**src/rtl/thermal_pwm.sv**
```systemverilog
// Heater/cooler PWM driver: samples the demand once per 256-tick frame and
// inserts a dead-time interval on every heat<->cool change. Optional ramp: THERMAL_PWM_SOFTSTART_EN.
module thermal_pwm #(
  parameter int PRESCALE   = 1,
  parameter int DEAD_TICKS = 16,
  parameter int SLEW       = 16
) (
  input  logic       clock,
  input  logic       reset,
  input  logic [7:0] level,
  input  logic       neg,
  output logic       heat,
  output logic       cool,
  output logic       frame,
  output logic [1:0] state
);

  // state | meaning
  // IDLE  | both outputs off, waiting for the next frame boundary
  // HEAT  | heater PWM at duty_q, cooler off
  // DEAD  | both outputs off for DEAD_TICKS ticks, exits mid-frame to IDLE
  // COOL  | cooler fully on, heater off
  typedef enum logic [1:0] {
    IDLE = 2'b00,
    HEAT = 2'b01,
    DEAD = 2'b10,
    COOL = 2'b11
  } state_t;

  localparam int PW = (PRESCALE > 1) ? $clog2(PRESCALE) : 1;
  localparam logic [PW-1:0] PMAX = PW'(PRESCALE - 1);

  generate
    if (SLEW < 1 || SLEW > 255 || DEAD_TICKS < 1 || DEAD_TICKS > 255 || PRESCALE < 1) begin : g_param_out_of_range
    end
  endgenerate

  logic [PW-1:0] presc_q, presc_d;
  logic [7:0]    cnt_q, cnt_d;
  logic [7:0]    dead_q, dead_d;
  logic [7:0]    duty_q, duty_d;
  logic [7:0]    target;
  state_t        st_q, st_d;
  logic          tick, boundary, tick_d;
  logic          heat_d, cool_d, frame_d;

`ifdef THERMAL_PWM_SOFTSTART_EN
  logic [8:0] up, down;
  always_comb begin
    up     = {1'b0, duty_q} + 9'(SLEW);
    down   = {1'b0, duty_q} - 9'(SLEW);
    target = level;
    if (level > duty_q) begin
      if (up < {1'b0, level}) target = up[7:0];
    end else if ({1'b0, duty_q} > 9'(SLEW) + {1'b0, level}) begin
      target = down[7:0];
    end
  end
`else
  always_comb target = level;
`endif

  always_comb begin
    tick     = (presc_q == PMAX);
    boundary = tick && (cnt_q == 8'hFF);
    presc_d  = tick ? '0 : presc_q + 1'b1;
    cnt_d    = tick ? cnt_q + 8'd1 : cnt_q;
    st_d     = st_q;
    dead_d   = dead_q;
    duty_d   = duty_q;

    case (st_q)
      IDLE: if (boundary) begin
        if (neg)                st_d = COOL;
        else if (level != 8'h00) st_d = HEAT;
      end
      HEAT: if (boundary) begin
        if (neg)                 st_d = DEAD;
        else if (level == 8'h00) st_d = IDLE;
      end
      COOL: if (boundary && !neg) st_d = DEAD;
      DEAD: if (tick) begin
        if (dead_q <= 8'd1) begin
          st_d   = IDLE;
          dead_d = 8'd0;
        end else begin
          dead_d = dead_q - 8'd1;
        end
      end
      default: st_d = IDLE;
    endcase

    if (st_d == DEAD && st_q != DEAD) dead_d = 8'(DEAD_TICKS);
    if (boundary) duty_d = (st_d == HEAT) ? target : 8'h00;

    // Registered outputs are built from next-cycle values so they line up with state/cnt/duty_q.
    tick_d  = (presc_d == PMAX);
    heat_d  = (st_d == HEAT) && (cnt_d < duty_d);
    cool_d  = (st_d == COOL);
    frame_d = tick_d && (cnt_d == 8'hFF);
  end

  always_ff @(posedge clock or negedge reset) begin
    if (!reset) begin
      presc_q <= '0;
      cnt_q   <= 8'd0;
      dead_q  <= 8'd0;
      duty_q  <= 8'd0;
      st_q    <= IDLE;
      heat    <= 1'b0;
      cool    <= 1'b0;
      frame   <= 1'b0;
    end else begin
      presc_q <= presc_d;
      cnt_q   <= cnt_d;
      dead_q  <= dead_d;
      duty_q  <= duty_d;
      st_q    <= st_d;
      heat    <= heat_d;
      cool    <= cool_d;
      frame   <= frame_d;
    end
  end

  assign state = st_q;

endmodule

```
**config.mk**
```make
export PLATFORM = sky130hd
export DESIGN_NAME = thermal_pwm
export DESIGN_NICKNAME = d
export VERILOG_FILES = /design/src/rtl/thermal_pwm.sv
export SDC_FILE = /design/constraint.sdc
export NUM_CORES = 1
export LEC_CHECK = 0
export ABC_AREA = 1
export BUFFER_PORTS_ARGS = -buffer_cell sky130_fd_sc_hd__buf_2
export CAP_MARGIN = 20
export CORE_UTILIZATION = 60
export CTS_BUF_LIST = sky130_fd_sc_hd__clkbuf_8
export DETAILED_ROUTE_END_ITERATION = 7
export HOLD_SLACK_MARGIN = 0.05
export PLACE_DENSITY = 0.81
export SLEW_MARGIN = 20
export SYNTH_ARGS = -nofsm -noshare
export SYNTH_HDL_FRONTEND = slang
export SYNTH_SLANG_ARGS = --single-unit
```
**constraint.sdc**
```tcl
create_clock -name clock -period 6.4 [get_ports clock]
set_input_delay 0.64 -clock clock [delete_from_list [all_inputs] [get_ports clock]]
set_output_delay 0.64 -clock clock [all_outputs]
set_load 0.01 [all_outputs]
```
==> results of run 1 <==
cell usage after synthesis, drive strengths merged:
cell type  instances  area [um2]
xor2               6        52.6
ha                11         138
o21ai             17         126
nor3               3        20.0
nor3b              1        7.51
buf                1        5.00
inv               42         158
dfrtp             29         726
nand2             33         156
a31oi              3        33.8
nand4              3        25.0
a21oi              5        28.8
nand3             13        95.1
o22ai              3        18.8
o211ai             1        7.51
nor2              22         101
xnor2              1        8.76
flip-flops by register name, indices dropped and copies added (netlist names):
name,cells
cnt_q,8
cool,1
duty_q,8
dead_q,8
frame,1
state,2
heat,1
logic make-up (layout without fill, tap and decap cells):
kind of cell | Yosys count | after routing | synth area share (%)
buf+inv | 43 | 65 | 9.52
xor+xnor | 7 | 7 | 3.59
fa+ha+maj | 11 | 11 | 8.06
simple gates | 75 | 75 | 23.7
flops | 29 | 29 | 42.5
compound gates | 29 | 29 | 12.6
power groups by stage:
stage	clock [mW]	combinational, mW	sequential [mW]
6_report	0.137	0.00876	0.183
4_1_cts	0.143	0.00908	0.183
5_1_grt	0.150	0.0104	0.183
3_3_place_gp	0	0.00867	0.187
3_5_place_dp	0	0.00908	0.187
2_1_floorplan	0	0.00150	0.187
worst reg2reg max path, cell delays in order (launching register included):
cell      delay, ns
dfrtp_1        0.39
ha_1           0.21
nand2_2        0.07
inv_2          0.09
nand2_4        0.07
nor2_8         0.30
nand3_4        0.15
a31oi_4        0.31
nand3_1        0.13
o21ai_2        0.09
inv_1          0.06
ha_1           0.30
nand2_1        0.08
o211ai_1       0.21
a21oi_2        0.04
through the flow:
stage / setup WS (ns) / hold slack (ns) / cell area [um2]
final: 3.79 / 0.377 / 1900
after CTS: 3.79 / 0.394 / 1900
after global placement: 3.92 / 0.472 / 1820
after floorplan: 4.14 / 0.344 / 1710
after detailed placement: 3.79 / 0.478 / 1820
after global routing: 3.55 / 0.433 / 1900
cell type report:
cell class / count / area [um2] / area share (%)
inverter: 42 / 158 / 8.32
multi-input combinational: 122 / 820 / 43.2
sequential: 29 / 726 / 38.3
clock buffer: 5 / 68.8 / 3.63
clock inverter: 3 / 11.3 / 0.594
tap: 30 / 37.5 / 1.98
timing repair buffer: 15 / 75.1 / 3.96
cells in the final DEF (no fill, tap or decap), types with 3 or more instances in the layout:
cell type / instances
dfrtp_1: 29
o21ai_2: 8
buf_2: 15
nand2_4: 3
nor2_1: 20
nand3_1: 10
a21oi_1: 4
o22ai_1: 3
inv_2: 6
ha_1: 11
inv_1: 39
xor2_1: 6
nand2_2: 4
nand2_1: 26
clkbuf_8: 5
o21ai_0: 7
path summary, 6_finish.rpt:
kind / start / to / slack [ns] / cells after the start
hold / removal: reset / state[1] / 0.38 / 1
min in group clock: dead_q[5] / dead_q[5] / 0.48 / 2
setup reg to reg: cnt_q[0] / heat / 3.79 / 14
setup / recovery: cnt_q[0] / heat / 3.79 / 14
hold reg to reg: dead_q[5] / dead_q[5] / 0.48 / 2
max in group asynchronous: reset / cnt_q[7] / 5.61 / 1
layer usage:
metal  GRT usage [%]  wire (um)  up-vias
met5               0          0        -
met4            9.64         52        0
met3            7.03         76        7
met2            44.1       1700       11
met1            27.6       1330      610
li1                -          -      653
==> reports/results.ini, run 1 <==
[timing]
slew-limit-headroom_pct = 57.5
worstMarginPinSlew_ns = 0.637
max_freq_ghz = 0.384
slew_viol_final = 0
hold_viol = 0
fin_setup_tns_ns = 0
finalCritPeriodShare_pct = 40.7
min_period_ns = 2.61
rsz0062_at_grt = no
setup_viol = 0
clock_skew_ns = 0.00460

[route]
ant_nets = 0
num_vias = 1281
wl_um = 3160
drtIter0Drc = 33
viasPerCell = 5.21
avgRoutedWirePerCell_um = 12.8
drt_pre_antenna_iters = 4
drc = 0

[critical_path]
path_delay_family = simple AND/OR/NAND/NOR gates
end_kind = flip-flop
path_common_cell = ha_1
critical_path_required_ns = 6.57
cp_slowest_cell = dfrtp_1
critPathMaxFanout = 18
cp_cell_sequence = ha_1 -> nand2_2 -> inv_2 -> nand2_4 -> nor2_8 -> nand3_4 -> a31oi_4 -> nand3_1 -> o21ai_2 -> inv_1 -> ha_1 -> nand2_1 -> o211ai_1 -> a21oi_2
cp_num_buf_inv = 2
critPathKind = flip-flop to flip-flop
critPathArrivalTime_ns = 2.77
critPathLaunchType = flip-flop
cpPeakStageDelay_ns = 0.39

[pwr]
combPwrFrac_pct = 2.7
power.internal_uw = 258
cellPowerDensity_mw_per_mm2 = 174
p_switching_uw = 71.0
seq_power_share_pct = 55.7
power_leakage_nw = 1.10
power.share.clock_pct = 41.6
power_switching_share_pct = 21.6
power_uw = 329
peakVddDrop_mv = 0.171

[final_layout]
diodes = 0
n_fill_cell = 208
drive_gt1_share_pct = 23.6
synthToLayoutAreaGrowth_pct = 11.0
nNetsFinal = 237
finish.utilization_pct = 73.2
layoutNonFillerInstCount = 246

[placement]
place.gp.congestion = 0.847
dp_hpwl_um = 2420
port_buffers = 15
dp.cells = 238

[floorplanning]
die-area_mm2 = 0.00306
dieWidth_um = 55.4
rows = 18
chipHeight_um = 55.4
core_area_mm2 = 0.00259
pin_count = 16
start_util_pct = 65.9

[clocking]
cts_buffers = 5
cts.path.max_buffers = 2
root_buffer = clkbuf_8
cts_max_level = 2
clk_pin_slew_worst_paths_ns = 0.06
postCtsSetupRepairBufs = 0
clk_latency_ns = 0.28
cts_resized = 0
cts_tree = yes
hold_buffers = 0
clock_sinks = 29

[yosys]
synth-seq-cells = 29
synth_cells = 194
synth_nets = 216
yosys_warnings = 0
ys_types = 31
syn_avg_cell_area_um2 = 8.80
synth_seq_area_share_pct = 42.5
synth_area_mm2 = 0.00171

[grt]
grtUsageTotal_pct = 24.7
antenna_found_initial = 0
grt_pass1_wl_um = 5800
grt_pass1_vias = 1391
grt_overflow = 0
grt_start_max_net_pins = 30

[worst_hold_path]
holdCritPathClass = primary input to asynchronous set/reset pin

[run]
maxCapViolCount = 0

[run_status]
status = finished clean

No activity file was read; power rests on OpenSTA's default activity.
==> run 2, diff against run 1 <==
clock period = 2.6 ns   (was 6.4 ns; I/O delays follow)
==> reports/results.ini, run 2 (synthesis results as in run 1) <==
[timing]
min_period_ns = 2.52  ; -0.0890 ns
slew_viol_final = 0  ; unchanged
setup_viol = 0  ; unchanged
hold_viol = 0  ; unchanged
slew-limit-headroom_pct = 57.1  ; -0.43 points
finalCritPeriodShare_pct = 96.8  ; +56 points
worstMarginPinSlew_ns = 0.643  ; +0.00641 ns
max_freq_ghz = 0.397  ; +3.5%
clock_skew_ns = 0.00459  ; -0.0000141 ns

[critical_path]
end_kind = flip-flop
critical_path_required_ns = 2.76  ; -3.81 ns
critPathArrivalTime_ns = 2.68  ; -0.09 ns
critPathLaunchType = flip-flop
critPathMaxFanout = 8  ; -10
critPathKind = flip-flop to flip-flop

[floorplanning]
die-area_mm2 = 0.00306  ; unchanged
core_area_mm2 = 0.00259  ; unchanged
chipHeight_um = 55.4  ; unchanged
pin_count = 16  ; unchanged
start_util_pct = 65.9  ; unchanged
dieWidth_um = 55.4  ; unchanged
rows = 18  ; unchanged

[placement]
dp_hpwl_um = 2500  ; +3.1%
place.gp.congestion = 0.847  ; unchanged
port_buffers = 15  ; unchanged
place_area_mm2 = 0.00182  ; unchanged
dp.cells = 238  ; unchanged

[final_layout]
multi_input_area_um2 = 898  ; +9.6%
final_common_cell = inv_1
nNetsFinal = 245  ; +3.4%
layoutNonFillerInstCount = 254  ; +3.3%
n_fill_cell = 175  ; -16%
diodes = 0  ; unchanged
drive_gt1_share_pct = 32.1  ; +8.5 points
final_area_mm2 = 0.00204  ; +7.5%
top_regs = cnt_q: 8 flops, dead_q: 8 flops, duty_q: 8 flops
final_cell_mix = 37 x inv_1, 29 x dfrtp_1, 26 x nand2_1
seq_area_um2 = 726  ; unchanged
synthToLayoutAreaGrowth_pct = 19.3

[worst_hold_path]
holdCritPathClass = primary input to flip-flop

[route]
num_vias = 1406  ; +9.8%
wl_um = 3830  ; +21%
drtIter0Drc = 67  ; +100%
drc = 0  ; unchanged
avgRoutedWirePerCell_um = 15.1  ; +17%
viasPerCell = 5.54  ; +6.3%
drt_pre_antenna_iters = 4  ; unchanged
ant_nets = 0  ; unchanged

[grt]
grt_pass1_vias = 1426  ; +2.5%
grtUsageTotal_pct = 25.6  ; +0.90 points
grt_pass1_wl_um = 6040  ; +4.2%
grt_overflow = 0  ; unchanged
grt_start_max_net_pins = 30  ; unchanged
antenna_found_initial = 0  ; unchanged

[clocking]
cts_tree = yes
clock_sinks = 29  ; unchanged
cts_buffers = 5  ; unchanged
clk_latency_ns = 0.28  ; about the same
root_buffer = clkbuf_8
cts_max_level = 2  ; unchanged
clk_pin_slew_worst_paths_ns = 0.06  ; about the same
cts.path.max_buffers = 2  ; unchanged

[pwr]
cellPowerDensity_mw_per_mm2 = 401  ; +130%
power_leakage_nw = 1.13  ; +2.9%
peakVddDrop_mv = 0.416  ; +140%

[run]
maxCapViolCount = 0  ; unchanged

[run_status]
status = finished clean

run 2: cell count changes in the layout (fill, tap and decap cells not counted), sizes merged:
| cell | change |
|---|---|
| dlygate4sd3 | +1 |
| clkbuf | +1 |
| buf | +6 |
run 2: area by class of cell:
cell class | count | area share [%]
Clock buffer | 5 | 3.38
Clock inverter | 3 | 0.553
Inverter | 42 | 7.86
Multi-Input combinational cell | 122 | 44.1
Sequential cell | 29 | 35.6
Tap cell | 30 | 1.84
Timing Repair Buffer | 23 | 6.63
run 2: final timing paths:
check	to	slack (ns)	startpoint	depth (start not counted)
setup reg to reg	heat	0.08	dead_q[0]	15
min in group asynchronous	state[1]	0.55	reset	2
hold reg to reg	duty_q[0]	0.51	duty_q[0]	2
setup / recovery	heat	0.08	dead_q[0]	15
hold / removal	duty_q[7]	0.24	level[7]	3
max in group asynchronous	cnt_q[7]	1.63	reset	2
run 2: routing by layer:
metal	routed length (um)	part of all wire, %	track usage [%]	vias to the layer above
met5	0	0	0	-
met4	76	2.0	8.57	0
met3	106	2.8	7.03	10
met2	2130	56	47.0	26
met1	1510	40	28.2	695
li1	-	-	-	675
run 2: worst max-delay path: stages (launching register included):
cell      delay (ns)
dfrtp_1         0.41
inv_2           0.11
ha_4            0.15
nor2_1          0.05
nor3_2          0.15
nand2_1         0.12
nand2_4         0.11
inv_2           0.05
a31oi_4         0.29
nand3_2         0.12
o21ai_2         0.10
inv_1           0.10
ha_4            0.27
a21oi_2         0.05
o211ai_1        0.25
a21oi_2         0.06
run 2: per-stage QoR:
stage          hold slack, ns  setup TNS, ns  util [%]  worst slack, ns  power [mW]
3_5_place_dp            0.326        -0.0142      70.1          -0.0142       0.482
3_3_place_gp            0.305              0      70.1            0.118       0.481
6_report                0.240              0      78.6           0.0823       0.817
5_1_grt                 0.237        -0.0824      78.6          -0.0824       0.846
4_1_cts                 0.251              0      73.9          0.00706       0.828
2_1_floorplan         -0.0356              0         -            0.344       0.463
run 2: report_power, final:
| group | leakage (nW) | internal (mW) | switching, mW |
|---|---|---|---|
| sequential | 0.307 | 0.451 | 0 |
| clock | 0.0519 | 0.178 | 0.164 |
| combinational | 0.775 | 0.00776 | 0.0164 |
| total | 1.13 | 0.637 | 0.180 |
run 2: timing repair:
action	4_1_cts	5_1_grt
hold endpoints to repair	29	0
hold buffers	1	0
setup buffers	1	6
resized for setup	0	17
pin swaps	1	6
gates cloned	0	0
setup endpoints to repair	1	1
==> run 3, diff against run 2 <==
GPL_ROUTABILITY_DRIVEN = 0   (was unset)
RECOVER_POWER = 100   (was unset)
==> reports/results.ini, run 3 (synthesis results as in run 1) <==
[final_layout]
top_regs = cnt_q: 8 flops, dead_q: 8 flops, duty_q: 8 flops
final_common_cell = inv_1
n_fill_cell = 182  ; +4.0%
nNetsFinal = 245  ; unchanged
drive_gt1_share_pct = 26.8  ; -5.4 points
final_area_mm2 = 0.00200  ; -1.7%
diodes = 0  ; unchanged
synthToLayoutAreaGrowth_pct = 17.3
finish.utilization_pct = 77.3  ; -1.3 points
final_cell_mix = 38 x inv_1, 29 x dfrtp_1, 27 x nand2_1

[pwr]
power_leakage_nw = 1.10  ; -3.1%
peakVddDrop_mv = 0.416  ; -0.14%
cellPowerDensity_mw_per_mm2 = 407  ; +1.6%

[clocking]
cts_buffers = 5  ; unchanged
root_buffer = clkbuf_8
cts.path.max_buffers = 2  ; unchanged
clock_sinks = 29  ; unchanged
clk_pin_slew_worst_paths_ns = 0.06  ; about the same
cts_tree = yes
cts_max_level = 2  ; unchanged
clk_latency_ns = 0.28  ; about the same

[floorplanning]
dieWidth_um = 55.4  ; unchanged
core_area_mm2 = 0.00259  ; unchanged
rows = 18  ; unchanged
pin_count = 16  ; unchanged
start_util_pct = 65.9  ; unchanged
chipHeight_um = 55.4  ; unchanged
die-area_mm2 = 0.00306  ; unchanged

[timing]
clock_skew_ns = 0.00468  ; +0.0000945 ns
max_freq_ghz = 0.399  ; +0.40%
min_period_ns = 2.51  ; -0.0101 ns
slew-limit-headroom_pct = -2.69  ; -60 points
slew_viol_final = 30  ; +30
setup_viol = 0  ; unchanged
finalCritPeriodShare_pct = 96.4  ; -0.39 points
worstMarginPinSlew_ns = 1.54  ; +0.897 ns
hold_viol = 0  ; unchanged

[run_status]
status = finished with violations
violations = max-capacitance violations, max-slew violations

[critical_path]
critical_path_required_ns = 2.76  ; about the same
critPathKind = flip-flop to flip-flop
critPathLaunchType = flip-flop
r2r_start = dead_q[0]
end_kind = flip-flop
reg2reg_depth = 15  ; unchanged
reg2reg_slack_ns = 0.09  ; about the same
critPathArrivalTime_ns = 2.67  ; about the same
reg2reg_to = heat
critPathMaxFanout = 8  ; unchanged

[placement]
port_buffers = 15  ; unchanged
dp_hpwl_um = 2500  ; unchanged
place_area_mm2 = 0.00182  ; unchanged

[worst_hold_path]
min_to = duty_q[7]
hp-start = level[7]
hold_path_depth = 3  ; unchanged
holdCritPathClass = primary input to flip-flop

[route]
drc = 0  ; unchanged
ant_nets = 0  ; unchanged
wl_um = 3800  ; -0.89%
drt_pre_antenna_iters = 4  ; unchanged
avgRoutedWirePerCell_um = 14.9  ; -0.89%
num_vias = 1399  ; -0.50%
drtIter0Drc = 73  ; +9.0%
viasPerCell = 5.51  ; -0.50%

[grt]
grt_pass1_vias = 1426  ; unchanged
grt_start_max_net_pins = 30  ; unchanged
grt_pass1_wl_um = 6040  ; unchanged
grt_overflow = 0  ; unchanged
grtUsageTotal_pct = 25.6  ; unchanged
antenna_found_initial = 0  ; unchanged

[run]
maxCapViolCount = 1  ; +1

-- run 3: area by class of cell --
| type | instances | area (um2) | share of cell area (%) |
|---|---|---|---|
| Sequential cell | 29 | 726 | 36.2 |
| Inverter | 42 | 160 | 8.00 |
| Clock inverter | 3 | 11.3 | 0.562 |
| Clock buffer | 5 | 68.8 | 3.44 |
| Multi-Input combinational cell | 122 | 872 | 43.5 |
| Tap cell | 30 | 37.5 | 1.87 |
| Timing Repair Buffer | 23 | 128 | 6.37 |
-- run 3: what timing repair did --
item,4_1_cts,5_1_grt
endpoints found under the hold margin,29,0
pin swaps,1,6
hold buffers,1,0
setup buffers,1,6
setup endpoints to repair,1,1
resized for setup,0,17
-- run 3: where the power goes --
group	internal (mW)	total [mW]	switching [mW]
registers	0.452	0.452	0
logic	0.00753	0.0238	0.0162
clock network	0.178	0.341	0.163
total	0.637	0.816	0.180
-- run 3: critical path, stage by stage (launching register included) --
cell and delay (ns):
dfrtp_1 0.41, inv_2 0.11, ha_4 0.15, nor2_1 0.05, nor3_2 0.15, nand2_1 0.12, nand2_4 0.11, inv_2 0.05
a31oi_4 0.29, nand3_2 0.13, o21ai_2 0.08, inv_1 0.09, ha_4 0.27, nand2_1 0.07, o211ai_1 0.25, a21oi_2 0.06
-- run 3: through the flow --
step | worst slack (ns) | total power [mW] | hold WS (ns) | cells | TNS (ns)
after floorplan | 0.344 | 0.463 | -0.0356 | 194 | 0
after global placement | 0.118 | 0.481 | 0.305 | 238 | 0
after detailed placement | -0.0142 | 0.482 | 0.326 | 238 | -0.0142
after CTS | 0.00706 | 0.828 | 0.251 | 248 | 0
after global routing | -0.0766 | 0.846 | 0.237 | 254 | -0.0766
final | 0.0923 | 0.816 | 0.240 | 254 | 0
-- run 3: per-layer routing --
layer | up-vias | global-route usage [%] | wire [um]
li1 | 674 | - | -
met4 | 0 | 8.57 | 77
met2 | 21 | 47.0 | 2120
met5 | - | 0 | 0
met3 | 10 | 7.03 | 101
met1 | 694 | 28.2 | 1500
-- run 3: worst max path at each step --
stage,start,to,cells after the start
after floorplan,dead_q[0],heat,15
after detailed placement,cnt_q[0],heat,14
after CTS,dead_q[0],heat,15
after global placement,cnt_q[0],heat,14
final,dead_q[0],heat,15
after global routing,dead_q[1],heat,17
